[config.mk]
export PLATFORM = sky130hd
export DESIGN_NAME = fib_stream
export DESIGN_NICKNAME = d
export VERILOG_FILES = /design/src/rtl/fib_stream_pkg.sv /design/src/rtl/fib_stream_sat_add.sv /design/src/rtl/fib_stream.sv
export SDC_FILE = /design/constraint.sdc
export NUM_CORES = 1
export LEC_CHECK = 0
export ABC_AREA = 1
export CAP_MARGIN = 20
export CORE_MARGIN = 2
export CORE_UTILIZATION = 65
export CTS_BUF_LIST = sky130_fd_sc_hd__clkbuf_2
export CTS_CLUSTER_DIAMETER = 200
export DETAILED_ROUTE_END_ITERATION = 16
export GPL_ROUTABILITY_DRIVEN = 0
export GPL_TIMING_DRIVEN = 0
export PLACE_DENSITY_LB_ADDON = 0.25
export SYNTH_ARGS = -nofsm -noshare
export SYNTH_HDL_FRONTEND = slang
export SYNTH_HIERARCHICAL = 1
export SYNTH_SLANG_ARGS = --single-unit
export TNS_END_PERCENT = 30
[constraint.sdc]
create_clock -name clk -period 3.1 [get_ports clk]
set_input_delay 0.775 -clock clk [delete_from_list [all_inputs] [get_ports clk]]
set_output_delay 0.775 -clock clk [all_outputs]
set_load 0.01 [all_outputs]
[src/rtl/fib_stream_pkg.sv]
// Shared primitives for the Fibonacci stream block: FSM encodings and boolean constants.
`default_nettype none

package fib_stream_pkg;

  localparam int unsigned STATE_W = 2;

  localparam logic [STATE_W-1:0] FIB_IDLE = 2'd0;
  localparam logic [STATE_W-1:0] FIB_CALC = 2'd1;
  localparam logic [STATE_W-1:0] FIB_EMIT = 2'd2;

  localparam logic TRUE  = 1'b1;
  localparam logic FALSE = 1'b0;

endpackage : fib_stream_pkg

`default_nettype wire

[src/rtl/fib_stream_sat_add.sv]
// Unsigned N-bit adder with carry-out flag; SAT=1 clamps the sum to all-ones on carry.
`default_nettype none

module sat_add #(
  parameter int N   = 16,
  parameter int SAT = 1
) (
  input  logic [N-1:0] a_i,
  input  logic [N-1:0] b_i,
  output logic [N-1:0] sum_o,
  output logic         ovf_o
);

  logic [N:0] full_w;

  assign full_w = {1'b0, a_i} + {1'b0, b_i};
  assign ovf_o  = full_w[N];

  if (SAT != 0) begin : g_sat
    assign sum_o = full_w[N] ? {N{1'b1}} : full_w[N-1:0];
  end else begin : g_wrap
    assign sum_o = full_w[N-1:0];
  end

endmodule : sat_add

`default_nettype wire

[src/rtl/fib_stream.sv]
// Returns Fibonacci F(n) (or every term F(0)..F(n) when STREAM=1) over valid/ready channels.
`default_nettype none

module fib_stream
  import fib_stream_pkg::*;
#(
  parameter int N      = 16,
  parameter int STREAM = 0,
  parameter int SAT    = 1
) (
  input  logic         clk,
  input  logic         nrst,
  input  logic         in_valid,
  output logic         in_ready,
  input  logic [N-1:0] in0,
  output logic         out_valid,
  input  logic         out_ready,
  output logic [N-1:0] out0,
  output logic         out_ovf,
  output logic         out_last
);

  logic [STATE_W-1:0] state_q, state_d;
  logic [N-1:0]       a_q, a_d;
  logic [N-1:0]       b_q, b_d;
  logic [N-1:0]       cnt_q, cnt_d;
  logic               ovf_q, ovf_d;
  logic               bovf_q, bovf_d;
  logic               in_ready_q;
  logic               out_valid_q;
  logic [N-1:0]       out0_q, out0_d;
  logic               out_ovf_q, out_ovf_d;
  logic               out_last_q, out_last_d;
  logic               step_w;
  logic [N-1:0]       sum_w;
  logic               carry_w;

  sat_add #(
    .N   (N),
    .SAT (SAT)
  ) u_sat_add (
    .a_i   (a_q),
    .b_i   (b_q),
    .sum_o (sum_w),
    .ovf_o (carry_w)
  );

  always_comb begin
    state_d    = state_q;
    a_d        = a_q;
    b_d        = b_q;
    cnt_d      = cnt_q;
    ovf_d      = ovf_q;
    bovf_d     = bovf_q;
    out0_d     = out0_q;
    out_ovf_d  = out_ovf_q;
    out_last_d = out_last_q;
    step_w     = FALSE;

    case (state_q)
      FIB_IDLE: begin
        if (in_valid && in_ready_q) begin
          a_d     = '0;
          b_d     = {{(N-1){1'b0}}, 1'b1};
          cnt_d   = in0;
          ovf_d   = FALSE;
          bovf_d  = FALSE;
          state_d = FIB_CALC;
        end
      end
      FIB_CALC: begin
        if (STREAM != 0) begin
          out0_d     = a_q;
          out_ovf_d  = ovf_q;
          out_last_d = (cnt_q == '0);
          state_d    = FIB_EMIT;
        end else if (cnt_q == '0) begin
          out0_d     = a_q;
          out_ovf_d  = ovf_q;
          out_last_d = TRUE;
          state_d    = FIB_EMIT;
        end else begin
          step_w = TRUE;
        end
      end
      FIB_EMIT: begin
        if (out_ready) begin
          if (out_last_q) begin
            state_d = FIB_IDLE;
          end else begin
            step_w  = TRUE;
            state_d = FIB_CALC;
          end
        end
      end
      default: state_d = FIB_IDLE;
    endcase

    // b runs one term ahead of a, so its overflow only reaches the reported flag one step later.
    if (step_w) begin
      a_d    = b_q;
      b_d    = sum_w;
      cnt_d  = cnt_q - 1'b1;
      ovf_d  = bovf_q;
      bovf_d = bovf_q | carry_w;
    end
  end

  always_ff @(posedge clk or negedge nrst) begin
    if (!nrst) begin
      state_q     <= FIB_IDLE;
      a_q         <= '0;
      b_q         <= '0;
      cnt_q       <= '0;
      ovf_q       <= 1'b0;
      bovf_q      <= 1'b0;
      in_ready_q  <= 1'b0;
      out_valid_q <= 1'b0;
      out0_q      <= '0;
      out_ovf_q   <= 1'b0;
      out_last_q  <= 1'b0;
    end else begin
      state_q     <= state_d;
      a_q         <= a_d;
      b_q         <= b_d;
      cnt_q       <= cnt_d;
      ovf_q       <= ovf_d;
      bovf_q      <= bovf_d;
      in_ready_q  <= (state_d == FIB_IDLE);
      out_valid_q <= (state_d == FIB_EMIT);
      out0_q      <= out0_d;
      out_ovf_q   <= out_ovf_d;
      out_last_q  <= out_last_d;
    end
  end

  assign in_ready  = in_ready_q;
  assign out_valid = out_valid_q;
  assign out0      = out0_q;
  assign out_ovf   = out_ovf_q;
  assign out_last  = out_last_q;

endmodule : fib_stream

`default_nettype wire

[Word-level counts from Yosys, hierarchy flattened]
Index checks and enable logic that the tools add are counted.
Cells by class
  $add $sub $neg: 2
  equal/unequal tests: 3
  multiplexer cells: 23
  bitwise gates (word level): 1
  reductions and logical operators: 8
Operators by type and width (count)
  two-way mux 16 bit: 10
  adder 16 x 16 -> 17 bit: 1
  zero test 16 bit: 1
  subtractor 16 x 1 -> 16 bit, second input constant: 1
  two-way mux 1 bit: 8
  two-way mux 2 bit: 3
  case mux 2 bit (3 select lines): 1
  == test 2 bit, second input constant: 2
  zero test 2 bit: 2
  AND reduction 2 bit: 2
  nonzero test 2 bit: 2
  == test 2 x 1 -> 1 bit, second input constant: 1
  case mux 1 bit (2 select lines): 1
  logical AND 1 bit: 1
  OR 1 bit: 1
Word-level totals
  flip-flop bits (word level): 72
  output and inout port bits: 20
  word-level logic and storage cells: 48

[Logic depth before layout (Yosys ltp)]
Gate-level depths: netlist (run 1).
  depth in word-level cells: 5
  mapped depth: 13
  depth with buffers taken out: 13

[Hierarchy]
Netlist (run 1), hierarchy kept.
By module, submodules not included
  fib_stream: instances 1, cells each 400, area an instance 3478.3 µm², sequential area each 1801.7 µm²
  sat_add: instances 1, cells each 221, area an instance 1126.1 µm², sequential area each 0.0 µm²

[Worst setup path before layout (run 1)]
OpenSTA, ideal clock, no wires.
  kind: reg2reg
  start: register a_q[0]
  end: register bovf_q
  setup time: 122 ps
  data arrival time: 1907 ps
  required time: 2978 ps
  path slack: 1070 ps
  cell stages (with the launch flop): 12
  period minus slack after synthesis: 2030 ps
  cells stage by stage: dfrtp_1 ha_1 fa_1 nand2_1 a21oi_2 nand2_1 nand2_1 a21oi_4 buf_6 inv_1 o21ai_1 o21ai_2
On the way
  cells in the longest elaborated chain, start to end: 3
Ends and longest elaborated chain
  start: declaration: RTL line fib_stream.sv:24  | logic [N-1:0] a_q, a_d;
  start signal: assignment: RTL line fib_stream.sv:112  | a_q <= '0;
  start signal: assignment: RTL line fib_stream.sv:124  | a_q <= a_d;
  adder 16 x 16 -> 17 bit: RTL line fib_stream_sat_add.sv:16  | assign full_w = {1'b0, a_i} + {1'b0, b_i};
  net carry_w: RTL line fib_stream.sv:36  | logic carry_w;
  OR 1 bit: RTL line fib_stream.sv:105  | bovf_d = bovf_q | carry_w;
  two-way mux 1 bit: RTL line fib_stream.sv:100  | if (step_w) begin
  end signal: assignment: RTL line fib_stream.sv:128  | bovf_q <= bovf_d;
  end: declaration: RTL line fib_stream.sv:28  | logic bovf_q, bovf_d;
The timed path passes the listed nets, and every way through them passes these cells.
A chain may end at the register's enable or synchronous reset.

[Final worst setup path (run 1)]
Same ends and word-level chain as after synthesis.

==> results.tsv, run 1 <==
stage	metric	value	unit
cts	setup bufs post-CTS	0	
cts	Clock transition at path regs	0.21	ns
job	# Max-Cap Violations	0	
finish	fin area	0.00526	sq mm
synth	mux cell area share after synthesis	0	%
sta	Worst-Margin Slew	0.903	ns
cts	TritonCTS Buffers	9	
synth	Synth top area share	39.1	%
worst_setup_path	Critical Path RT	3.54	ns
synth	post-synth top area cell	dfrtp_1	
outcome	status	finished, final reports clean	
synth	Ys Warns	6	
synth	Synth area leaders	dfrtp_1 39%, nand2_1 16%, inv_1 9.0%	
worst_setup_path	worst-case reg-to-reg path depth	11	
worst_setup_path	CP Launch Type	flop	
route	initial detailed-routing violation count	302	
finish	FF+latch area	0.00180	sq mm
route	first drt pass iteration count	5	
global_route	via count of the first global-routing pass	4111	
place	HPWL Detailed	7850	um
cts	cts repair resizes	0	
cts	Clk Latency, worst-skew pair	0.54	ns
sta	Worst slew margin	39.8	%
synth	FFs w/ async S/R, synth	100	%
power	Power Dens Cells	767	mW/mm^2
cts	H-tree depth	3	
synth	Post-synth EDFFs	0	
synth	syn_nets	663	
synth	Avg Synthesized Cell Area	7.41	sq um
synth	XOR/XNOR Fraction of Synth Area	2.85	%
synth	most instantiated library cell after synthesis	nand2_1	
synth	Compound-Gate Fraction of Synth Area	10.8	%
route	Antenna Nets Post-Route	0	
worst_setup_path	crit path capture	bovf_q$_DFFE_PN0P_	
place	placed inst area	0.00511	sq mm
floorplanning	DIE WIDTH	88.2	um
synth	main flop type after synthesis	dfrtp_1	
min_path	worst hold path type	input pin to async pin	
sta	# setup viols final	0	
finish	Layout Nets	713	
place	PortBufs	39	
global_route	initial antenna violation count	0	
floorplanning	DIE AREA	0.00777	sq mm
cts	CTS sink count	72	
synth	synthesized instance count	621	
route	drt wl/cell	14.0	um
worst_setup_path	flop2flop setup slack	0.71	ns
sta	Period minus WS final	2.39	ns
finish	final core occ	76.9	%
finish	FILL cells	511	
synth	Commonest cells post-synth	192 x nand2_1, 111 x inv_1, 72 x dfrtp_1	
synth	Synth Area in Adders	6.14	%
sta	pins over their slew limit	0	
power	total power	4.03	mW
worst_setup_path	CP Launch Point	a_q[0]$_DFFE_PN0P_	
route	Vias/cell	5.35	
synth	Cell variety after synth	39	
finish	diodes inserted	0	
floorplanning	Starting Density	67.4	%
cts	CTS tree	done	
sta	unrepaired setup endpoints after global routing	false	
worst_setup_path	critical path peak fanout	10	
synth	synthesized cell area	0.00460	sq mm
global_route	Total GRT Usage	30.7	%
finish	share of cells above drive strength 1	9.47	%
finish	area grow syn2layout	14.2	%
synth	Synth Register Bits	72	
sta	Tcrit/Tclk final	76.9	%
sta	fmax	419	MHz
sta	Fin. Hold Viols	0	
worst_setup_path	CP endpoint kind	flop	
global_route	GRT overflow	0	
synth	Seq/Total Area, Yosys	39.1	%
synth	simple-gate portion of the synthesized area	28.5	%
sta	worst setup margin	0.715	ns
worst_setup_path	critical path class	flop to flop	
floorplanning	Rows	30	
cts	Clock Tree Buf Depth	2	
power	P_leak	2.80	nW
worst_setup_path	worst r2r src	a_q[0]$_DFFE_PN0P_	
worst_setup_path	CP Data Arrival Time	2.83	ns
floorplanning	core area	0.00683	sq mm
cts	Hold-fix buffers, CTS	0	
finish	footprint of the multi-input gates	0.00222	sq mm
sta	Setup TNS	0	ns
synth	largest family of logic cells by synthesized area	simple AND/OR/NAND/NOR gates	
floorplanning	# IOs	40	
global_route	largest net degree at the start of global routing	73	
global_route	first-pass GRT wire length	18500	um
power	Max VDD drop	503	uV
worst_setup_path	RR Endpoint	bovf_q$_DFFE_PN0P_	
floorplanning	Die Y	88.2	um
place	pre-CTS setup slack	0.699	ns
route	DR vias	4134	
route	final wirelength	10800	um
sta	Clock Skew	0.0186	ns
route	detailed-route DRC error count	0	
cts	Clock Tree Root	clkbuf_2	
## stage by stage
stage / hold WS (ns) / instances
after floorplan: 0.461 / 621
after global placement: 0.466 / 756
after detailed placement: 0.476 / 756
after CTS: 0.363 / 772
after global routing: 0.391 / 772
final: 0.306 / 772
## power breakdown
part | switching (mW) | internal, mW | leakage [nW]
clock | 0.371 | 0.274 | 0.0823
sequential | 0.232 | 1.20 | 0.961
combinational | 1.21 | 0.755 | 1.76
total | 1.81 | 2.23 | 2.80
## cells by family after synthesis
kind of cell / Yosys count
and+or+nand+nor: 303
buffers and inverters: 131
AOI/OAI and AO/OA: 78
DFF: 72
adders and majority gates: 22
xor gates and xnor gates: 15
## worst min path at each step
stage / start / endpoint / cells past startpoint
2_1_floorplan: bovf_q$_DFFE_PN0P_ / bovf_q$_DFFE_PN0P_ / 2
3_3_place_gp: out0[5]$_DFFE_PN0P_ / out0[5]$_DFFE_PN0P_ / 2
3_5_place_dp: out0[3]$_DFFE_PN0P_ / out0[3]$_DFFE_PN0P_ / 2
4_1_cts: nrst / state_q[0]$_DFF_PN0_ / 1
5_1_grt: nrst / a_q[13]$_DFFE_PN0P_ / 1
6_report: nrst / cnt_q[7]$_DFFE_PN0P_ / 1
## worst max-delay path, stage by stage (launching register included)
cell and delay (ns):
dfrtp_1 0.43, ha_1 0.23, fa_1 0.40, nand2_1 0.14, a21oi_2 0.10, nand2_1 0.09, nand2_1 0.10, a21oi_4 0.31
buf_6 0.21, inv_1 0.05, o21ai_1 0.15, o21ai_2 0.07
## cells in the final DEF (no fill, tap or decap), drive strengths merged, types with 10 or more instances in the layout
cell,count
inv,114
nand3,46
nor2,44
buf,14
clkdlybuf4s50,38
clkbuf,14
o22ai,16
ha,21
nand2,201
o21ai,50
xor2,10
dfrtp,72
## sequential cells by signal (all words and copies together), names as in the netlist, 2 cells and up
register	flops
a_q	16
b_q	16
cnt_q	16
out0	16
state_q	2
## metal layers
metal	routed length, um	GRT usage [%]	up-vias
li1	-	-	2024
met3	559	5.00	18
met1	4630	39.8	1956
met4	183	11.7	0
met2	5400	51.8	136
met5	0	0	-
## area by class of cell
class                   instances  share of cell area, %
well taps                      96                   2.29
clock buffers                  10                  0.952
clock inverters                 6                   1.79
flip-flops and latches         72                   34.3
multi-input cells             418                   42.3
plain buffers                  17                   2.86
repair buffers                 39                   7.38
inverters                     114                   8.14
Note: power is estimated with default switching activity, not from simulation.
==> run 2: changes to the inputs <==
CORE_UTILIZATION = 54   (was 65)
clock period = 2 ns   (was 3.1 ns; I/O delays follow)
==> run 2 against run 1 <==
Net effect: the run now ends with setup timing left; first-iteration DRC count shrank 28%; core utilization shrank 11 points; fmax grew 14%; design area grew 3.8%; clock power grew 40%; power grew 57%; sequential share of layout area shrank 1.3 points; critical path depth is the same; routed wire length grew 2.6%; combinational power grew 64%; critical endpoint unchanged; largest cell class unchanged.
==> results.tsv, run 2 (synthesis results as in run 1) <==
stage	metric	value	unit	change
global_route	initial antenna violation count	0		unchanged
worst_setup_path	flop2flop setup slack	-0.09	ns	-0.80 ns
power	P_leak	3.06	nW	+9.4%
place	placed inst area	0.00516	sq mm	+0.86%
cts	CTS sink count	72		unchanged
route	Vias/cell	5.25		-2.0%
floorplanning	DIE WIDTH	96.3	um	+9.3%
cts	Clock transition at path regs	0.24	ns	+0.03 ns
min_path	worst hold path type	input pin to async pin		
power	Max VDD drop	738	uV	+47%
sta	Clock Skew	0.0322	ns	+0.0136 ns
route	first drt pass iteration count	7		+2
route	final wirelength	11100	um	+2.6%
sta	Worst-Margin Slew	0.383	ns	-0.520 ns
worst_setup_path	CP Launch Point	a_q[0]$_DFFE_PN0P_		
finish	share of cells above drive strength 1	14.1	%	+4.7 points
finish	fin area	0.00546	sq mm	+3.8%
finish	area grow syn2layout	18.5	%	
global_route	grt peak-use layer	met2		
place	PortBufs	39		unchanged
floorplanning	# IOs	40		unchanged
sta	# setup viols final	13		+13
outcome	failing checks	setup timing		
global_route	global-route met3 utilization	5.64	%	+0.64 points
power	Switch Pwr	2.90	mW	+60%
route	detailed-route DRC error count	0		unchanged
worst_setup_path	CP Launch Type	flop		
floorplanning	Rows	33		+10%
global_route	Total GRT Usage	26.0	%	-4.7 points
cts	Clock Tree Buf Depth	2		unchanged
finish	Layout Nets	723		+1.4%
finish	final core occ	66.1	%	-11 points
worst_setup_path	critical path class	flop to flop		
job	# Max-Cap Violations	0		unchanged
global_route	first-pass GRT wire length	18600	um	+0.45%
global_route	GRT overflow	0		unchanged
sta	final hold slack	0.476	ns	+0.169 ns
power	combinational share of power	50.7	%	+2.1 points
sta	pins over their slew limit	0		unchanged
worst_setup_path	RR Endpoint	bovf_q$_DFFE_PN0P_		
power	power share of the sequential group	35.0	%	-0.4 points
power	Power Dens Cells	1160	mW/mm^2	+51%
sta	worst setup margin	-0.0877	ns	-0.802 ns
worst_setup_path	critical path peak fanout	5		-5
sta	unrepaired setup endpoints after global routing	true		
cts	TritonCTS Buffers	9		unchanged
finish	commonest cells after routing, fill and taps aside	185 x nand2_1, 109 x inv_1, 72 x dfrtp_1		
route	drt wl/cell	14.0	um	+0.13%
cts	H-tree depth	3		unchanged
worst_setup_path	CP Data Arrival Time	2.52	ns	-0.31 ns
worst_setup_path	CP endpoint kind	flop		
route	Antenna Nets Post-Route	0		unchanged
power	switching share of power	45.7	%	+0.83 points
cts	Clock Tree Root	clkbuf_2		
floorplanning	Die Y	96.3	um	+9.3%
finish	diodes inserted	0		unchanged
sta	Period minus WS final	2.09	ns	-0.298 ns
worst_setup_path	worst-case reg-to-reg path depth	11		unchanged
cts	CTS tree	done		
global_route	met1 Track Usage GR	33.6	%	-6.3 points
outcome	status	finished, violations left		
power	power share of the clock group	14.3	%	-1.7 points
route	initial detailed-routing violation count	217		-28%
place	HPWL Detailed	7950	um	+1.3%
finish	commonest non-fill, non-tap cell in the layout	nand2_1		
worst_setup_path	worst r2r src	a_q[0]$_DFFE_PN0P_		
sta	fmax	479	MHz	+14%
global_route	met2 usage	43.8	%	-8.0 points
global_route	via count of the first global-routing pass	4074		-0.90%
power	internal power	3.45	mW	+55%
cts	Clk Latency, worst-skew pair	0.53	ns	about the same
sta	Fin. Hold Viols	0		unchanged
sta	Worst slew margin	74.5	%	+35 points
floorplanning	core area	0.00826	sq mm	+21%
floorplanning	DIE AREA	0.00928	sq mm	+19%
worst_setup_path	Critical Path RT	2.43	ns	-1.11 ns
floorplanning	Starting Density	55.8	%	-12 points
global_route	largest net degree at the start of global routing	73		unchanged
sta	Tcrit/Tclk final	104	%	+27 points
route	DR vias	4152		+0.44%
==> run 2: how the worst max path moves through the flow <==
stage / to / slack [ns] / cells past startpoint
floorplan: bovf_q$_DFFE_PN0P_ / 0.007 / 11
global placement: out0[11]$_DFFE_PN0P_ / -2.05 / 1
detailed placement: bovf_q$_DFFE_PN0P_ / -0.28 / 11
CTS: bovf_q$_DFFE_PN0P_ / -0.06 / 11
global route: b_q[5]$_DFFE_PN0P_ / -0.13 / 11
finish: bovf_q$_DFFE_PN0P_ / -0.09 / 11
==> run 2: power by group through the flow <==
stage	logic, mW	registers [mW]	clock network [mW]
detailed placement	3.00	2.24	0
floorplan	2.32	2.16	0
CTS	3.10	2.21	0.919
finish	3.22	2.22	0.906
global route	3.59	2.27	0.980
global placement	2.90	2.22	0
==> run 2: layer usage <==
metal / wire length [um] / share of wire (%) / vias to the layer above
met5: 0 / 0 / -
met4: 221 / 2.0 / 0
met3: 556 / 5.0 / 16
met2: 5280 / 48 / 108
met1: 5000 / 45 / 1972
li1: - / - / 2056
==> run 2: per-stage QoR <==
step,instances,power (mW),worst slack [ns],setup TNS [ns]
after CTS,788,6.22,-0.0576,-0.391
after floorplan,621,4.48,0.00681,0
after detailed placement,766,5.24,-0.279,-5.92
final,791,6.34,-0.0877,-0.401
after global placement,765,5.12,-2.05,-151.48
after global routing,791,6.84,-0.126,-1.73
==> run 2: worst max-delay path, stage by stage, from the launching register on <==
cell	delay, ns
dfrtp_1	0.44
ha_2	0.19
fa_2	0.38
nand2_4	0.10
a21oi_4	0.06
nand2_2	0.09
nand2_2	0.07
a21oi_4	0.26
buf_6	0.18
inv_2	0.04
o21ai_2	0.12
o21ai_2	0.06
==> run 2: timing repair <==
| item | CTS | global route |
|---|---|---|
| resized for setup | 36 | 23 |
| hold buffers | 1 | 0 |
| buffers inserted | 4 | 3 |
| setup endpoints to repair | 49 | 65 |
| cloned | 1 | 0 |
| hold endpoints to repair | 72 | 0 |
| pin swaps | 15 | 8 |
==> run 2: area by class of cell <==
type                       instances  area (sq um)
fill                             716          2800
multi-input combinational        418          2330
sequential                        72          1800
timing repair buffer              49           490
inverter                         114           428
buffer                            17           156
tap                              105           131
clock inverter                     7          76.3
clock buffer                       9          45.0
==> variant 1, RTL diff (flow settings as in run 2) <==
Change the parameter `STREAM` from 0 to 1. Comments in the files are not updated.
--- a/src/rtl/fib_stream.sv
+++ b/src/rtl/fib_stream.sv
@@ -7,3 +7,3 @@
   parameter int N      = 16,
-  parameter int STREAM = 0,
+  parameter int STREAM = 1,
   parameter int SAT    = 1
Check against the original RTL: not equivalent (Yosys sat finds a counterexample within 4 cycles, from zero or initial values and one cycle with nrst low).
==> variant 1 against run 2 <==
Wire length shrank 7.7%; total power up 6.2%; sequential share of layout area increased by 2.4 points; largest power group unchanged; worst setup slack better by 0.0063 ns; sequential cell count did not move; area after synthesis is 7.3% lower; design area down 6.8%; the run still ends with negative setup slack left; critical path type unchanged; sequential power grew 9%; utilization increased by 0.10 points.
==> variant 1: results (changes against run 2) <==
[setup_path]
critPathKind=reg -> reg  ; unchanged
cp-endpoint=b_q[10]$_DFFE_PN0P_  ; was bovf_q$_DFFE_PN0P_
crit_slowest_cell=dfrtp_1  ; unchanged
r2r-start=a_q[0]$_DFFE_PN0P_  ; unchanged
critical_path_arrival_ns=2.47  ; was 2.52 ns

[logic_synthesis]
synthArstFlopShare_pct=100  ; unchanged
synth_nets=635  ; was 663
ys_top_cells_by_count=nand2_1, inv_1, dfrtp_1, nor2_1, o21ai_0  ; was nand2_1, inv_1, dfrtp_1, nand3_1, nor2_1
seq_area_frac_synth_pct=42.2  ; was 39.1%
netlist_top_cells_area=dfrtp_1, nand2_1, inv_1, ha_1, o21ai_0  ; was dfrtp_1, nand2_1, inv_1, ha_1, nand3_1
synth_cell_type_count=30  ; was 39
avgSynthCellArea_um2=7.15  ; was 7.41 µm²

[clock_tree]
cts_max_path_buffers=2  ; unchanged
root_buffer=clkbuf_2  ; unchanged
clk_pin_slew_worst_paths_ns=0.21  ; was 0.24 ns
cts-htree-levels=3  ; unchanged
clock_latency_ns=0.53  ; about the same

[sta]
finalSetupViolations=17  ; was 13
worstMarginPinSlew_ns=0.915  ; was 0.383 ns
skew_ns=0.0343  ; was 0.0322 ns
holdWs_ns=0.0663  ; was 0.476 ns
tns_ns=-0.978  ; was -0.401 ns
fin_ws_ns=-0.0814  ; was -0.0877 ns

[final_layout]
n_clock_buffer=10  ; was 9
layout-drive-gt1-share_pct=9.65  ; was 14.1%
buf_share_pct=11.5  ; was 11.9%
utilization_pct=66.2  ; was 66.1%
final_nets=697  ; was 723
buffers_excl_clock=65  ; was 66
seq-cell-share_pct=35.4  ; was 33.0%
multi_input_area_share_pct=39.9  ; was 42.6%
fillers=692  ; was 716
nMultiInputCombCells=399  ; was 418
inv_count=112  ; was 114
clock_area_share_pct=2.41  ; was 2.22%

[run_status]
failed_checks=negative setup slack  ; unchanged
outcome=finished with violations  ; unchanged

[pwr]
p_comb_w=0.00342  ; was 0.00322 W
p_int_w=0.00370  ; was 0.00345 W
max-vdd-ir-drop_mv=0.686  ; was 0.738 mV
seq-power_w=0.00241  ; was 0.00222 W
p_leak_nw=2.87  ; was 3.06 nW

[global_routing]
grt_max_degree=73  ; unchanged
grt_first_pass_wirelength_um=17300  ; was 18600 µm
antenna_found_initial=0  ; unchanged
grtUsageTotal_pct=25.3  ; was 26.0%
grt_pass1_vias=3755  ; was 4074

[drt]
drt-pass1-iter-count=6  ; was 7
avgViaCountPerCell=5.17  ; was 5.25
num_vias=3956  ; was 4152
drt_wl_total_um=10200  ; was 11100 µm
drt_iter0_drc=314  ; was 217

[hold_path]
hold_class=in -> async  ; unchanged

[die]
std_cell_rows=32  ; was 33

[placement]
dp_hpwl_um=7090  ; was 7950 µm
portBuffers=39  ; unchanged
placed_area_mm2=0.00478  ; was 0.00516 mm²
dp.cells=738  ; was 766

-- variant 1: kinds of logic after synthesis --
| logic type | share of synthesized area [%] |
|---|---|
| fa+ha+maj | 5.45 |
| xor+xnor | 1.23 |
| simple gates | 29.0 |
| buf+inv | 11.6 |
| flops | 42.2 |
| compound gates | 10.5 |
-- variant 1: routing by layer --
metal	global-route usage, %	vias to the layer above	share of wire [%]
met4	8.95	0	1.6
met3	3.66	14	5.5
met1	37.0	1823	47
met5	0	-	0
li1	-	1985	-
met2	38.5	134	46
-- variant 1: metrics by stage --
step / total power [W] / setup WS (ns)
after floorplan: 0.00468 / 0.0402
after global placement: 0.00556 / -2.00
after detailed placement: 0.00567 / -0.279
after CTS: 0.00666 / -0.0415
after global routing: 0.00736 / -0.188
final: 0.00673 / -0.0814
-- variant 1: repair_timing --
action	CTS	global route
buffers inserted	8	3
pin swaps	8	6
gates resized for setup	21	22
endpoints found under the setup margin	19	28
gates cloned	1	0
==> variant 2, RTL diff (settings of run 2) <==
Made on the original files. Make the reset (`nrst`) synchronous in one clocked block.
--- a/src/rtl/fib_stream.sv
+++ b/src/rtl/fib_stream.sv
@@ -108,3 +108,3 @@
 
-  always_ff @(posedge clk or negedge nrst) begin
+  always_ff @(posedge clk) begin
     if (!nrst) begin
Function: differs if nrst is asserted again (counterexample within 4 cycles, from zero or initial values and one cycle with nrst low); with nrst held inactive, the same outputs for 10 cycles.
==> variant 2 against run 2 <==
Maximum frequency rose by 3.4%; design area fell by 3.7%; worst setup slack improved by 0.068 ns; area after synthesis fell by 7.6%; wire length fell by 0.95%; sequential cell count did not move; via count rose by 2.7%; the flow still finishes with violations (negative setup slack); total power fell by 21%.
==> variant 2: results (changes against run 2) <==
[placement]
dp.cells=795  ; was 766
dp_slack_ns=-0.388  ; was -0.279 ns
dp_hpwl_um=7820  ; was 7950 µm
placed_area_mm2=0.00477  ; was 0.00516 mm²

[setup_path]
critical_path_arrival_ns=2.45  ; was 2.52 ns
crit_slowest_cell=dfxtp_4  ; was dfrtp_1
startpoint=b_q[0]$_SDFFE_PN0P_  ; was a_q[0]$_DFFE_PN0P_

[run_status]
outcome=finished with violations  ; unchanged
failed_checks=negative setup slack  ; unchanged

[global_routing]
grt_pass1_vias=4048  ; was 4074
grt_max_degree=15  ; was 73

[sta]
tns_ns=-0.0253  ; was -0.401 ns
fin_ws_ns=-0.0195  ; was -0.0877 ns
finalSetupViolations=2  ; was 13

[logic_synthesis]
synth_cell_type_count=35  ; was 39
synthArstFlopShare_pct=0  ; was 100%
synth.top_cell.area_share_pct=33.9  ; was 39.1%

[die]
die-area_mm2=0.00861  ; was 0.00928 mm²

[final_layout]
multi_input_area_mm2=0.00253  ; was 0.00233 mm²
nMultiInputCombCells=481  ; was 418
layout-drive-gt1-share_pct=17.7  ; was 14.1%
seq-cell-share_pct=28.2  ; was 33.0%
clock_area_share_pct=2.81  ; was 2.22%

[clock_tree]
ctsResizeCount=23  ; was 36
post_cts_buffers=3  ; was 4

[drt]
drt_iter0_drc=219  ; was 217
wl_met1_um=4630  ; was 5000 µm

[pwr]
max-vdd-ir-drop_mv=0.523  ; was 0.738 mV

==> variant 2: changes by cell type in the layout (fill, tap and decap cells not counted), sizes merged, moves of 8 or more <==
cell	run 2	this run
dfxtp	0	72
inv	117	83
nor2	44	76
clkdlybuf4s50	18	26
dfrtp	72	0
dlygate4sd2	14	1
nand3	46	29
o22ai	16	0
a21oi	9	57
o21ai	50	32
nand2	201	232
clkbuf	13	21
==> variant 2: power by group <==
group | leakage [nW] | total, W | switching, W | internal, W
Sequential | 0.598 | 0.00183 | 0.000159 | 0.00167
Combinational | 2.08 | 0.00218 | 0.00126 | 0.000919
Clock | 0.0888 | 0.00104 | 0.000604 | 0.000432
==> variant 2: kinds of logic after synthesis <==
group | after synthesis | synth area share (%)
xor+xnor | 17 | 3.50
fa+ha+maj | 22 | 6.64
simple gates | 348 | 34.1
flops | 72 | 33.9
buf+inv | 101 | 10.0
compound gates | 94 | 11.8
